File: config.mk
export PLATFORM = sky130hd
export DESIGN_NAME = framebuffer_writer
export DESIGN_NICKNAME = d
export VERILOG_FILES = /design/src/rtl/fb_pkg.sv /design/src/rtl/fb_fifo.sv /design/src/rtl/framebuffer_writer.sv
export SDC_FILE = /design/constraint.sdc
export NUM_CORES = 1
export LEC_CHECK = 0
export BUFFER_PORTS_ARGS = -buffer_cell sky130_fd_sc_hd__buf_4
export CORE_ASPECT_RATIO = 1.1
export CORE_MARGIN = 2
export CORE_UTILIZATION = 60
export DETAILED_ROUTE_END_ITERATION = 12
export PLACE_DENSITY = 0.89
export SYNTH_ARGS = -nofsm -noshare
export SYNTH_HDL_FRONTEND = slang
export SYNTH_SLANG_ARGS = --single-unit
File: constraint.sdc
create_clock -name clk -period 6.5 [get_ports clk]
set_clock_uncertainty 0.1 [all_clocks]
set_input_delay 0.325 -clock clk [delete_from_list [all_inputs] [get_ports clk]]
set_output_delay 0.325 -clock clk [all_outputs]
set_load 0.02 [all_outputs]
File: src/rtl/fb_pkg.sv
// Shared state encoding and sizing helper for the framebuffer writer.
package fb_pkg;

   typedef enum logic [2:0] {
      StRun        = 3'd0,
      StDrain      = 3'd1,
      StSwap       = 3'd2,
      StClearDrain = 3'd3,
      StClear      = 3'd4
   } fb_state_e;

   function automatic int unsigned fb_pixels(input int unsigned width, input int unsigned height);
      return width * height;
   endfunction

endpackage

File: src/rtl/fb_fifo.sv
// Synchronous first-word-fall-through FIFO: rdata_o presents the head entry whenever not empty.
module fb_fifo #(
   parameter int unsigned DEPTH = 8,
   parameter int unsigned WIDTH = 8
) (
   input  logic                   clk_i,
   input  logic                   rst_i,
   input  logic                   push_i,
   input  logic [WIDTH-1:0]       wdata_i,
   input  logic                   pop_i,
   output logic [WIDTH-1:0]       rdata_o,
   output logic                   full_o,
   output logic                   empty_o,
   output logic [$clog2(DEPTH):0] count_o
);

   localparam int unsigned PtrW = $clog2(DEPTH);

   logic [WIDTH-1:0] mem_q [DEPTH];
   logic [PtrW-1:0]  wptr_q, wptr_d;
   logic [PtrW-1:0]  rptr_q, rptr_d;
   logic [PtrW:0]    count_q, count_d;
   logic             do_push, do_pop;

   assign full_o  = (count_q == (PtrW+1)'(DEPTH));
   assign empty_o = (count_q == '0);
   assign count_o = count_q;
   assign rdata_o = mem_q[rptr_q];

   always_comb begin
      do_push = push_i && !full_o;
      do_pop  = pop_i && !empty_o;
      wptr_d  = do_push ? wptr_q + PtrW'(1) : wptr_q;
      rptr_d  = do_pop ? rptr_q + PtrW'(1) : rptr_q;
      count_d = count_q;
      case ({do_push, do_pop})
         2'b10:   count_d = count_q + (PtrW+1)'(1);
         2'b01:   count_d = count_q - (PtrW+1)'(1);
         default: count_d = count_q;
      endcase
   end

   always_ff @(posedge clk_i) begin
      if (rst_i) begin
         wptr_q  <= '0;
         rptr_q  <= '0;
         count_q <= '0;
      end else begin
         wptr_q  <= wptr_d;
         rptr_q  <= rptr_d;
         count_q <= count_d;
      end
   end

   // Storage needs no reset: entries are only visible once pushed.
   always_ff @(posedge clk_i) begin
      if (do_push) begin
         mem_q[wptr_q] <= wdata_i;
      end
   end

endmodule

File: src/rtl/framebuffer_writer.sv
// Pixel-store stage: clips pixels, queues writes, issues them to memory and rotates frame buffers.
// Define FB_CLEAR_EN to add the back-buffer clear command (i_clear_req/i_clear_color/o_clear_done).
module framebuffer_writer
   import fb_pkg::*;
#(
   parameter int unsigned SCREEN_WIDTH  = 640,
   parameter int unsigned SCREEN_HEIGHT = 480,
   parameter int unsigned COLOR_WIDTH   = 32,
   parameter int unsigned COORD_WIDTH   = 10,
   parameter int unsigned NUM_BUFFERS   = 2,
   parameter int unsigned FIFO_DEPTH    = 8,
   parameter int unsigned ADDR_WIDTH    = 20
) (
   input  logic                           clk,
   input  logic                           rst,
   input  logic                           i_pix_valid,
   output logic                           o_pix_ready,
   input  logic [COORD_WIDTH-1:0]         i_pix_x,
   input  logic [COORD_WIDTH-1:0]         i_pix_y,
   input  logic [COLOR_WIDTH-1:0]         i_pix_color,
   input  logic                           i_swap_req,
   output logic                           o_swap_done,
   output logic [$clog2(NUM_BUFFERS)-1:0] o_front_idx,
   output logic                           o_mem_req,
   input  logic                           i_mem_gnt,
   output logic [ADDR_WIDTH-1:0]          o_mem_addr,
   output logic [COLOR_WIDTH-1:0]         o_mem_wdata,
`ifdef FB_CLEAR_EN
   input  logic                           i_clear_req,
   input  logic [COLOR_WIDTH-1:0]         i_clear_color,
   output logic                           o_clear_done,
`endif
   output logic                           o_busy,
   output logic [15:0]                    o_drop_count
);

   localparam int unsigned PIXELS = fb_pixels(SCREEN_WIDTH, SCREEN_HEIGHT);
   localparam int unsigned IDX_W  = $clog2(NUM_BUFFERS);
   localparam int unsigned CNT_W  = $clog2(FIFO_DEPTH) + 1;

   typedef struct packed {
      logic [ADDR_WIDTH-1:0]  addr;
      logic [COLOR_WIDTH-1:0] color;
   } fb_entry_t;

   fb_state_e        state_q, state_d;
   logic [IDX_W-1:0] front_q, front_d;
   logic [IDX_W-1:0] back_q, back_d;
   logic [IDX_W-1:0] next_back;
   logic             pend_q, pend_d;
   logic [15:0]      drop_q, drop_d;

   logic [ADDR_WIDTH-1:0] back_base;
   logic [ADDR_WIDTH-1:0] pix_addr;
   logic                  pix_clip;
   logic                  accept;

   fb_entry_t        push_entry;
   fb_entry_t        head;
   logic             fifo_push, fifo_pop;
   logic             fifo_full, fifo_empty;
   logic [CNT_W-1:0] fifo_count;

`ifdef FB_CLEAR_EN
   logic [COLOR_WIDTH-1:0] clr_color_q, clr_color_d;
   logic [ADDR_WIDTH-1:0]  clr_cnt_q, clr_cnt_d;
   logic                   clr_done_q, clr_done_d;
`endif

   // Address and clip decision are taken at acceptance against the current back buffer.
   always_comb begin
      back_base = ADDR_WIDTH'(back_q) * ADDR_WIDTH'(PIXELS);
      pix_addr  = back_base + ADDR_WIDTH'(i_pix_y) * ADDR_WIDTH'(SCREEN_WIDTH)
                  + ADDR_WIDTH'(i_pix_x);
      pix_clip  = (32'(i_pix_x) >= SCREEN_WIDTH) || (32'(i_pix_y) >= SCREEN_HEIGHT);
      next_back = (back_q == IDX_W'(NUM_BUFFERS - 1)) ? '0 : back_q + IDX_W'(1);
   end

   // Ready depends only on registered state, never on the grant.
   assign o_pix_ready = !rst && (state_q == StRun) && !fifo_full;
   assign accept      = i_pix_valid && o_pix_ready;
   assign fifo_push   = accept && !pix_clip;
   assign fifo_pop    = !fifo_empty && i_mem_gnt;

   always_comb begin
      push_entry.addr  = pix_addr;
      push_entry.color = i_pix_color;
   end

   fb_fifo #(
      .DEPTH (FIFO_DEPTH),
      .WIDTH ($bits(fb_entry_t))
   ) u_fifo (
      .clk_i   (clk),
      .rst_i   (rst),
      .push_i  (fifo_push),
      .wdata_i (push_entry),
      .pop_i   (fifo_pop),
      .rdata_o (head),
      .full_o  (fifo_full),
      .empty_o (fifo_empty),
      .count_o (fifo_count)
   );

   always_comb begin
      state_d = state_q;
      front_d = front_q;
      back_d  = back_q;
      pend_d  = pend_q;
      drop_d  = drop_q;
`ifdef FB_CLEAR_EN
      clr_color_d = clr_color_q;
      clr_cnt_d   = clr_cnt_q;
      clr_done_d  = 1'b0;
`endif

      if (accept && pix_clip && (drop_q != 16'hFFFF)) begin
         drop_d = drop_q + 16'd1;
      end

      case (state_q)
         StRun: begin
`ifdef FB_CLEAR_EN
            if (i_clear_req) begin
               // Clear wins a tie; a simultaneous swap waits behind it.
               state_d     = StClearDrain;
               clr_color_d = i_clear_color;
               clr_cnt_d   = '0;
               if (i_swap_req) begin
                  pend_d = 1'b1;
               end
            end else
`endif
            if (i_swap_req || pend_q) begin
               state_d = StDrain;
               pend_d  = 1'b0;
            end
         end
         StDrain: begin
            if (i_swap_req) begin
               pend_d = 1'b1;
            end
            if (fifo_empty) begin
               state_d = StSwap;
            end
         end
         StSwap: begin
            if (i_swap_req) begin
               pend_d = 1'b1;
            end
            front_d = back_q;
            back_d  = next_back;
            state_d = StRun;
         end
`ifdef FB_CLEAR_EN
         StClearDrain: begin
            if (i_swap_req) begin
               pend_d = 1'b1;
            end
            if (fifo_empty) begin
               state_d = StClear;
            end
         end
         StClear: begin
            if (i_swap_req) begin
               pend_d = 1'b1;
            end
            if (i_mem_gnt) begin
               if (clr_cnt_q == ADDR_WIDTH'(PIXELS - 1)) begin
                  state_d    = StRun;
                  clr_done_d = 1'b1;
               end else begin
                  clr_cnt_d = clr_cnt_q + ADDR_WIDTH'(1);
               end
            end
         end
`endif
         default: state_d = StRun;
      endcase
   end

   always_ff @(posedge clk) begin
      if (rst) begin
         state_q <= StRun;
         front_q <= '0;
         back_q  <= IDX_W'(1);
         pend_q  <= 1'b0;
         drop_q  <= '0;
      end else begin
         state_q <= state_d;
         front_q <= front_d;
         back_q  <= back_d;
         pend_q  <= pend_d;
         drop_q  <= drop_d;
      end
   end

`ifdef FB_CLEAR_EN
   always_ff @(posedge clk) begin
      if (rst) begin
         clr_color_q <= '0;
         clr_cnt_q   <= '0;
         clr_done_q  <= 1'b0;
      end else begin
         clr_color_q <= clr_color_d;
         clr_cnt_q   <= clr_cnt_d;
         clr_done_q  <= clr_done_d;
      end
   end

   assign o_clear_done = clr_done_q;
`endif

   always_comb begin
      o_mem_req   = !fifo_empty;
      o_mem_addr  = fifo_empty ? '0 : head.addr;
      o_mem_wdata = fifo_empty ? '0 : head.color;
`ifdef FB_CLEAR_EN
      if (state_q == StClear) begin
         o_mem_req   = 1'b1;
         o_mem_addr  = back_base + clr_cnt_q;
         o_mem_wdata = clr_color_q;
      end
`endif
   end

   assign o_swap_done  = (state_q == StSwap);
   assign o_front_idx  = front_q;
   assign o_busy       = (fifo_count != '0) || (state_q != StRun);
   assign o_drop_count = drop_q;

endmodule

# Word-level counts from Yosys, hierarchy flattened

Memory sizes are Yosys's and may differ from the RTL's. A register that Yosys moved wholly into a read port is not among the register bits.
Cells that the tools add are included.

Logic and storage cells: 69
Output and inout port bits: 73
Memories kept: 1
Input bits: 57
Bits in writable memories: 416
Flip-flop bits (word level): 32

Memory list:

| name         | words | width | rd ports | clocked after Yosys merged registers in | wr ports | RTL line      | source |
|---|---|---|---|---|---|---|---|
| u_fifo.mem_q | 8     | 52    | 1        | 1                                       | 1        | fb_fifo.sv:19 | `logic [WIDTH-1:0] mem_q [DEPTH];` |

Equality and inequality tests: 9
Multipliers: 2
Reductions and logical operators: 25
$lt $le $gt $ge: 2
Add/subtract/negate cells: 8
Multiplexer cells: 14

Operators by type and width:

| operator                | count |
|---|---|
| $mux W32                | 1 |
| $add A20 B10 Y20        | 1 |
| $add A20 B20 Y20        | 1 |
| $mux W20                | 1 |
| $add A16 B1 Y16 const B | 1 |
| $ne A16 B16 Y1 const B  | 1 |
| $mul A10 B3 Y13 const B | 1 |
| $mux W3                 | 4 |
| $ge A10 B10 Y1 const B  | 1 |
| $ge A10 B9 Y1 const B   | 1 |
| $logic_and A1 B1 Y1     | 9 |
| $mul A1 B7 Y8 const B   | 1 |
| $pmux W4 S2             | 1 |
| $add A3 B1 Y3 const B   | 2 |
| $pmux W3 S2             | 1 |
| $mux W1                 | 5 |
| $add A4 B1 Y4 const B   | 1 |
| $eq A4 B4 Y1 const B    | 1 |
| $logic_not A1 Y1        | 4 |
| $logic_not A4 Y1        | 1 |
| $ne A2 B1 Y1 const B    | 2 |
| $reduce_bool A2 Y1      | 2 |
| $reduce_bool A4 Y1      | 1 |
| $sub A4 B1 Y4 const B   | 1 |
| other kinds (13)        | 15 |

# Logic depth before layout (Yosys ltp)

Gate-level depths: netlist of the first run.

Word-level depth: 8
Depth in mapped cells: 14
Gate-level depth less buffers: 13

# Hierarchy

From an unflattened synthesis of the first run, not the netlist that was laid out.

Cell total of the unflattened synthesis: 953
Area total of the unflattened synthesis: 18,552.8 µm²

Modules (own cells, without submodules):

| module             | area each (µm²) | seq. area each (µm²) | times used | cells an instance |
|---|---|---|---|---|
| fb_fifo            | 16,299.4        | 12,752.2             | 1          | 676 |
| framebuffer_writer | 2,253.4         | 420.4                | 1          | 277 |

# Worst setup path after synthesis of the first run

No wires, ideal clock.

Path type: register -> register
From: register state_q[0]
To: memory u_fifo.mem_q[1][0] (netlist name) (enable)
Period minus slack after synthesis: 6.099 ns
Cell stages (with the launch flop): 9
Library setup time: 0.536 ns
Arrival time: 5.462 ns
Path buffers: 1
Required time: 5.864 ns
Slack: 0.401 ns
Cell sequence: dfxtp_1 inv_1 ha_1 nand2b_1 nor2_1 and4_1 clkbuf_1 nand2b_1 nor3b_1

Longest elaborated chain between the ends: 8

Ends and longest elaborated chain:

| what                              | RTL line                  | source |
|---|---|---|
| from (decl)                       | framebuffer_writer.sv:46  | `fb_state_e state_q, state_d;` |
| from (signal assigned)            | framebuffer_writer.sv:184 | `state_q <= StRun;` |
| from (signal assigned)            | framebuffer_writer.sv:190 | `state_q <= state_d;` |
| $logic_not A3 Y1                  | framebuffer_writer.sv:80  | `assign o_pix_ready = !rst && (state_q == StRun) && !fifo_full;` |
| $logic_and A1 B1 Y1 (2 in series) | framebuffer_writer.sv:80  |  |
| named net o_pix_ready             | framebuffer_writer.sv:17  | `output logic o_pix_ready,` |
| $logic_and A1 B1 Y1               | framebuffer_writer.sv:81  | `assign accept = i_pix_valid && o_pix_ready;` |
| $logic_and A1 B1 Y1               | framebuffer_writer.sv:82  | `assign fifo_push = accept && !pix_clip;` |
| $logic_and A1 B1 Y1               | fb_fifo.sv:31             | `do_push = push_i && !full_o;` |
| $mux W1                           | fb_fifo.sv:57             | `if (do_push) begin` |
| $mux W1 (implied by the code)     | fb_fifo.sv:58             | `mem_q[wptr_q] <= wdata_i;` |
| to (decl)                         | fb_fifo.sv:19             |  |

The timed path passes the listed nets, and every way through them passes these cells.

==> flow_results.org, run 1 <==
** Outcome
- The flow ran to the end, and the final reports show no timing, DRC or antenna violations.

** Pwr
- In this run the power density over the cells is about 320 mW/mm^2.
- Static leakage :: 6.957 nW
- The worst-case IR drop observed on VDD is 0.2389 mV.
- The completed layout was analyzed and its total power is 6.822 mW.

** Cells and area
- Area grow syn2layout :: 17.19%
- Antenna diode count :: 0
- Final Instance Count excl. Fillers :: 1536
- In the final design database the tool counted 1227 nets.
- Final Util :: 0.7167
- In the final layout, the share of cells above drive strength 1 is 0.2737.

** Synth
- Of the total synthesized cell area, the portion taken by AND, OR, NAND and NOR gates is 0.03895.
- Post-synthesis share of cell area spent on xor and xnor gates :: 0.01638
- The synthesized netlist contains between 40 and 50 unique library cells.
- Number of warnings reported in the yosys synthesis log :: 0
- Post-Syn Instances :: around 950
- Largest family of logic cells by synthesized area :: multiplexers
- Top flip-flop cell by instance count after synthesis :: edfxtp_1
- The share of the Yosys chip area taken by registers is 0.7246.
- The synthesized design contains 450 register bits.
- EDFF count, synth :: 416
- The portion of synthesized area spent on multiplexers is 0.1608.
- The post-synthesis compound-gate area fraction came to 0.01865.
- Share of flip-flops with an asynchronous set or reset :: 0
- Each instance of the synthesized netlist takes up on average roughly 19 um^2.
- Counting every net in the synthesized netlist gives ~1.0k.
- After synthesis the cells add up to between 0.015 and 0.02 mm^2.
- Post-Synth Adder-Cell Area :: 0.02670

** Place
- Number of port buffers :: 129
- Post-Place Cells :: 1421
- Dpl hpwl :: 19.81 mm
- Minimum setup slack after placement :: 2.960 ns
- Placer Congestion :: 0.7866

** Drt
- Length of the first detailed-routing pass in iterations :: 5
- Summed over all layers, the routed wires come to 38.98 mm.
- For this run, design rule violations remaining after detail routing come to 0.
- In this run the remaining antenna-violating nets after routing total 0.
- Using the TritonRoute via totals, the vias-per-cell ratio works out to roughly 6.2.
- For this block, the initial DRC count from the detailed router was 1057.
- Average routed wire per standard cell :: between 20 and 30 um
- DR vias :: 9506

** Clock tree
- CTS built an H-tree with a depth of 2.
- Clock latency on the worst-skew pair, taken at its later pin, is 0.53 ns.
- CTS tree :: done
- Buffers added to address setup during post-CTS repair amount to 0.
- Counting along the longest clock path gives a buffer depth of 3.
- Number of CTS-inserted buffers :: 44
- Clock-pin slew was measured on the worst setup and hold paths at 0.06 ns.
- Counting every sink on the clock net gives between 400 and 500.
- Root Driver :: clkbuf_16

** Global routing
- The via count of the first global-routing pass came to between 10k and 15k.
- The total overflow left after global routing is 0.
- Entering global routing, the biggest net connects 63 pins.
- The initial antenna violation count is 0.
- Aggregate global-route resource usage :: 0.2516
- The first global-routing pass estimated 59.53 mm of wire.

** Floorplan
- Vertical extent of the die :: 186.6 um
- Die footprint :: 0.03171 mm^2
- Initial Utilization :: 0.6115
- Total I/O pin count :: 130
- From left edge to right edge, the die measures approximately 170 um.
- Core area :: 0.02973 mm^2
- Site Rows :: 66

** Critical path
- The worst setup path is captured at an output port.
- Counting buffers and inverters, the worst setup path is 5 cells deep.
- On the worst path, the slowest cell contributes a delay of 0.81 ns.
- In this run the worst path has a maximum fanout of 60.
- Among cell families on the critical path, the largest total delay comes from buffers and inverters.
- Reg-to-reg setup timing slack :: 3.12 ns
- Arrival time reported for the critical path endpoint :: 3.18 ns
- Cells on worst reg2reg path :: 8
- Critical Path Sink :: o_mem_wdata[6]
- STA puts the critical path data required time at approximately 6.1 ns.
- Reg-to-reg critical path endpoint :: u_fifo.mem_q[7][44]
- The worst register-to-register path begins at state_q[0].
- Startpoint type of the worst setup path :: flop
- The critical path is of the flop to output port type.
- Cell seen most often among critical-path stages :: buf_4
- CP Cell Sequence :: buf_4 -> mux4_2 -> mux2i_1 -> nor2_1 -> buf_4
- The slowest stage of the critical path belongs to the cell buf_4.
- CP bufs+invs :: 2

** Timing
- Unrepaired setup endpoints after global routing :: false
- Summed over all failing endpoints, the final setup total negative slack is 0 ns.
- Maximum clock frequency :: 0.2775 GHz
- Normalized max-slew margin :: 0.2489
- Of the available clock period, the critical path in the final layout requires 0.5545.
- The worst path meets setup with slightly below 3 ns of slack.
- The final number of max-transition violations was 0.
- The count of final hold-check violations was 0.
- Final Critical Period :: 3.604 ns
- For the pin with the worst max-slew slack, the measured transition is 1.124 ns.
- Setup violations remaining at the end of the flow were counted as 0.

** Hold path
- Along the worst hold path, the cell count comes to 2.
- Type of the worst min-delay path :: input pin to flop

** Flow run
- Maximum Capacitance Violations :: 0
==> metrics by stage <==
| step | hold WS, ns | cell area (um^2) |
|---|---|---|
| 2_1_floorplan | 0.2941 | 18180 |
| 3_3_place_gp | 0.3588 | 19610 |
| 3_5_place_dp | 0.3724 | 19610 |
| 4_1_cts | 0.06036 | 21310 |
| 5_1_grt | 0.08991 | 21310 |
| 6_report | 0.07471 | 21310 |
==> cells in the final DEF, fill, tap and decap left out, types with 3 or more instances in the layout <==
master	synthesis	layout
dlygate4sd3_1	0	40
ha_1	34	34
xnor2_1	23	23
a21o_1	3	3
nand3_1	4	4
clkinv_2	0	4
mux2i_1	58	58
fa_1	3	3
xor2_1	11	11
clkinv_1	0	9
nand4_1	3	3
clkbuf_16	0	44
or3_1	7	7
nor2_1	92	90
inv_1	20	20
dfxtp_4	0	3
o21a_1	6	6
buf_4	0	141
nor3_1	6	4
a21oi_1	15	15
mux4_2	104	104
o21ai_0	12	12
dfxtp_1	34	31
clkbuf_1	24	13
nor3b_2	0	4
nand2_1	20	20
nand2b_1	4	4
edfxtp_1	416	416
==> timing repair <==
| action | CTS | global route |
|---|---|---|
| hold endpoints to repair | 313 | 0 |
| gates resized for setup | 0 | 0 |
| hold buffers | 40 | 0 |
| endpoints found under the setup margin | 0 | 0 |
==> state kept, by name, summed over array words and instances, names as in the netlist, named ones only <==
| signal | count |
|---|---|
| o_drop_count | 16 |
| u_fifo.mem_q | 416 |
| u_fifo.wptr_q | 3 |
| pend_q | 1 |
| u_fifo.rptr_q | 3 |
| u_fifo.count_o | 4 |
| back_q | 1 |
| o_front_idx | 1 |
| state_q | 2 |
==> where the power goes <==
part	internal (mW)	leakage [nW]	switching [mW]
Sequential	3.29	4.02	0.0629
Clock	1.32	0.631	1.02
Combinational	0.480	2.31	0.641
==> worst min path at each step <==
| stage | start | endpoint |
|---|---|---|
| final | rst | o_drop_count[5] |
| after global routing | rst | o_drop_count[15] |
| after CTS | rst | u_fifo.count_o[1] |
| after detailed placement | pend_q | pend_q |
| after global placement | pend_q | pend_q |
| after floorplan | rst | u_fifo.count_o[3] |
==> final cells by class <==
cell class                 instances  area, um^2
sequential                       450       13180
clock buffer                      57        1150
timing repair buffer             182        1479
fill                            1715        8423
tap                              374       467.9
inverter                          21       78.83
clock inverter                    18       147.6
multi-input combinational        434        4798
==> layer usage <==
layer,global-route usage,vias up,part of all wire
met2,0.4427,424,0.53
met3,0.05005,56,0.069
met5,0,-,0
met4,0.07331,0,0.019
met1,0.3194,4888,0.38
li1,-,4138,-
==> logic make-up (layout without fill, tap and decap cells) <==
family,count (synthesis),after routing
adders and majority gates,37,37
DFF,450,450
muxes,162,162
xor gates and xnor gates,34,34
and+or+nand+nor,152,152
buffers and inverters,64,278
AOI/OAI and AO/OA,49,49
==> synth_stat cells (7+ instances only) <==
cell type / number / area share
a21oi_1: 15 / 0.0041
buf_1: 8 / 0.0017
buf_2: 11 / 0.0030
clkbuf_1: 24 / 0.0050
dfxtp_1: 34 / 0.037
edfxtp_1: 416 / 0.69
ha_1: 34 / 0.023
inv_1: 20 / 0.0041
mux2i_1: 58 / 0.032
mux4_2: 104 / 0.13
nand2_1: 20 / 0.0041
nor2_1: 92 / 0.019
o21ai_0: 12 / 0.0033
or3_1: 7 / 0.0024
xnor2_1: 23 / 0.011
xor2_1: 11 / 0.0053
Note: power is estimated with default switching activity, not from simulation.
==> run 2, diff against run 1 <==
==> constraint.sdc (replaced) <==
create_clock -name clk -period 3.39 [get_ports clk]
set_clock_uncertainty 0.1 [all_clocks]
set_input_delay 0.1695 -clock clk [delete_from_list [all_inputs] [get_ports clk]]
set_output_delay 0.1695 -clock clk [all_outputs]
set_load 0.02 [all_outputs]
==> run 2 against run 1 <==
Final area grew 1.4%; critical path depth unchanged; worst hold slack got worse by 0.036 ns; non-clock buffer count grew 18; critical path type unchanged; highest routed layer unchanged.
==> flow_results.org, run 2 (synthesized netlist as in run 1, its figures left out) <==
** Outcome
- Run status :: completed

** Place
- Before CTS, the worst setup slack after placement is -0.01572 ns.
- At the end of routability-driven placement, the weighted congestion stood at 0.7601.
- The HPWL after detailed placement is 20.24 mm.
- Area after DPL :: just under 0.02 mm^2
- Number of port buffers :: 129

** Critical path
- STA classifies the critical path endpoint as an output port.
- STA puts the critical path data arrival time at 2.76 ns.
- Data on the critical path is required at its endpoint by approximately 3.1 ns.
- Reg-to-reg critical path endpoint :: u_fifo.count_o[3]
- Worst Setup Path Type :: flop to output port
- Startpoint type of the worst setup path :: flop
- Along the worst path, the maximum fanout reaches 29.
- Cells on worst reg2reg path :: 13
- Setup slack on the worst reg-to-reg path comes out at 0.39 ns.
- R2r startpoint :: state_q[0]

** Clock tree
- The clock net in this run drives a total of 450 sinks.
- In this run the clock root is driven by a clkbuf_16.
- In this run the deepest clock path goes through 3 buffers.
- H-tree depth :: 2
- Clock Latency Late Sink :: 0.55 ns
- After clock tree synthesis, the clock-pin slew on the worst setup and hold paths is 0.06 ns.
- TritonCTS built the clock tree.
- Number of CTS-inserted buffers :: 44

** Timing
- The worst path needs 3.028 ns of the cycle, external delays included.
- Setup repair after global routing left no endpoint under its margin.
- Total count of max-transition violations in the final report :: 0
- Of the available clock period, the critical path in the final layout requires 0.8933.
- Number of failing hold endpoints at the final stage :: 0
- Normalized max-slew margin :: 0.4329
- Across all hold checks on the routed design, the worst slack comes to roughly 0.039 ns.
- Setup violations remaining at the end of the flow were counted as 0.
- Transition time of the tightest slew-check pin :: 0.8445 ns
- In the post-route analysis, the smallest setup slack over all paths is 0.3615 ns.
- Static timing analysis puts the maximum clock frequency at 0.3302 GHz.

** Global routing
- Number of antenna violations at the first check in global routing :: 0
- Pin count of the biggest net entering global routing :: slightly below 60
- Aggregate global-route resource usage :: 0.2518
- The first global-routing pass estimated approximately 60 mm of wire.
- Number of global-route vias before repair :: 10.05k
- For this run the aggregate overflow at the end of global routing stands at 0.

** Pwr
- Power density of the placed cells :: 614.6 mW/mm^2
- Seq pwr share :: 0.483
- Static leakage :: 7.075 nW
- For this design the total switching power over the nets is 3.325 mW.
- Part of the total power dissipated in the clock network :: 0.349
- Across the VDD grid, the largest voltage drop is 0.3694 mV.
- Design internal power :: 9.949 mW
- Switching share of power :: 0.2505
- Logic pwr share :: 0.168

** Hold path
- Worst hold stages :: 4
- Type of the worst min-delay path :: input pin to flop
- In this run the most critical hold path is launched from i_mem_gnt.
- Worst hold endpoint :: u_fifo.rptr_q[0]

** Cells and area
- Commonest non-fill, non-tap cell in the layout :: edfxtp_1
- Antenna diode count :: 0
- The layout has roughly 1.7k filler cells.
- Final Util :: 0.7265
- Flip-flop count of the largest register, all copies and words added :: 416
- Post-layout net count :: 1245
- The finished cells cover 0.02160 mm^2.
- Combined area of the multi-input logic cells :: 0.004848 mm^2
- Leaving out fill and tap cells, the most frequent cells in the layout are edfxtp_1, buf_4, mux4_2.
- Relative to the synthesized area, the layout overhead comes to 18.80%.
- In the final layout, the share of cells above drive strength 1 is 0.2851.
- The sequential cells in the finished layout cover a total of approximately 0.013 mm^2.
- Counting flops per register, the top entry is u_fifo.mem_q.

** Floorplan
- The die covers 0.03171 mm^2.
- Core area :: 0.02973 mm^2
- Pin placement for this block handled 130 I/O pins.
- Horizontal die dimension :: 170.0 um
- The initial utilization of the core area, before any placement, comes to 0.6115.
- In this run the vertical extent of the chip is 186.6 um.
- Site Rows :: 66

** Drt
- Dividing the detail-routed via count by the number of cells gives 6.206.
- DR iter-0 viols :: 983
- After detailed routing, the average wire length per cell comes to 25.03 um.
- The count of nets left with antenna violations once routing finished came out at 0.
- DR vias :: roughly 9.7k
- Remaining DRCs :: 0
- The pre-antenna-repair detailed-routing pass consisted of 5 iterations.
- After detailed routing, the total wire length is 38.95 mm.

** Flow run
- The tool flagged a number of max-cap violations equal to 0.
run 2: changes by cell type in the layout (fill, tap and decap cells not counted), moves of 4 or more:
cell,previous run,this run
nor3b_4,0,4
buf_12,1,6
nor3b_2,4,0
buf_4,141,152
run 2: worst max path at each step:
stage / startpoint / endpoint / slack (ns) / cells after the start
global route: state_q[1] / u_fifo.count_o[3] / 0.18 / 13
detailed placement: i_pix_y[2] / u_fifo.mem_q[0][50] / -0.02 / 12
finish: flop / o_mem_wdata[12] / 0.36 / 5
floorplan: state_q[0] / u_fifo.mem_q[1][0] / 0.05 / 8
CTS: flop / o_mem_wdata[12] / 0.29 / 5
global placement: i_pix_y[1] / u_fifo.mem_q[0][51] / 0.19 / 14
run 2: per-stage QoR:
step / std cells / TNS, ns / power (mW)
3_3_place_gp: 1437 / 0 / 8.615
4_1_cts: 1556 / 0 / 13.35
5_1_grt: 1556 / 0 / 13.71
6_report: 1556 / 0 / 13.27
2_1_floorplan: 948 / 0 / 7.898
3_5_place_dp: 1437 / -0.1253 / 8.695
run 2: power groups by stage:
stage | sequential [mW] | combinational [mW] | clock, mW
floorplan | 6.47 | 1.43 | 0
global placement | 6.52 | 2.09 | 0
detailed placement | 6.53 | 2.17 | 0
CTS | 6.42 | 2.25 | 4.69
global route | 6.43 | 2.39 | 4.89
finish | 6.41 | 2.23 | 4.63
run 2: critical path: stages, from the launching register on:
cell     delay [ns]
dfxtp_4        0.80
buf_4          0.32
mux4_2         0.54
mux2i_1        0.26
nor2_1         0.09
buf_4          0.19
run 2: final cells by class:
type / count / area share
clock buffer: 58 / 0.05440
clock inverter: 19 / 0.007531
inverter: 21 / 0.003650
multi-input combinational: 434 / 0.2245
sequential: 450 / 0.6104
tap: 374 / 0.02167
timing repair buffer: 200 / 0.07786
run 2: timing repair:
item / in CTS / in global routing
endpoints found under the setup margin: 0 / 0
endpoints found under the hold margin: 344 / 0
setup buffers: 0 / 0
hold buffers: 42 / 0
resized for setup: 0 / 0
run 2: metal layers:
layer  vias to the layer above  part of all wire  routed length (um)  GRT usage
li1                       4182                 -                   -          -
met1                      4933              0.39               15040     0.3414
met2                       442              0.51               19790     0.4110
met3                        99             0.069                2697    0.04178
met4                         0             0.037                1425     0.1072
met5                         -                 0                   0          0
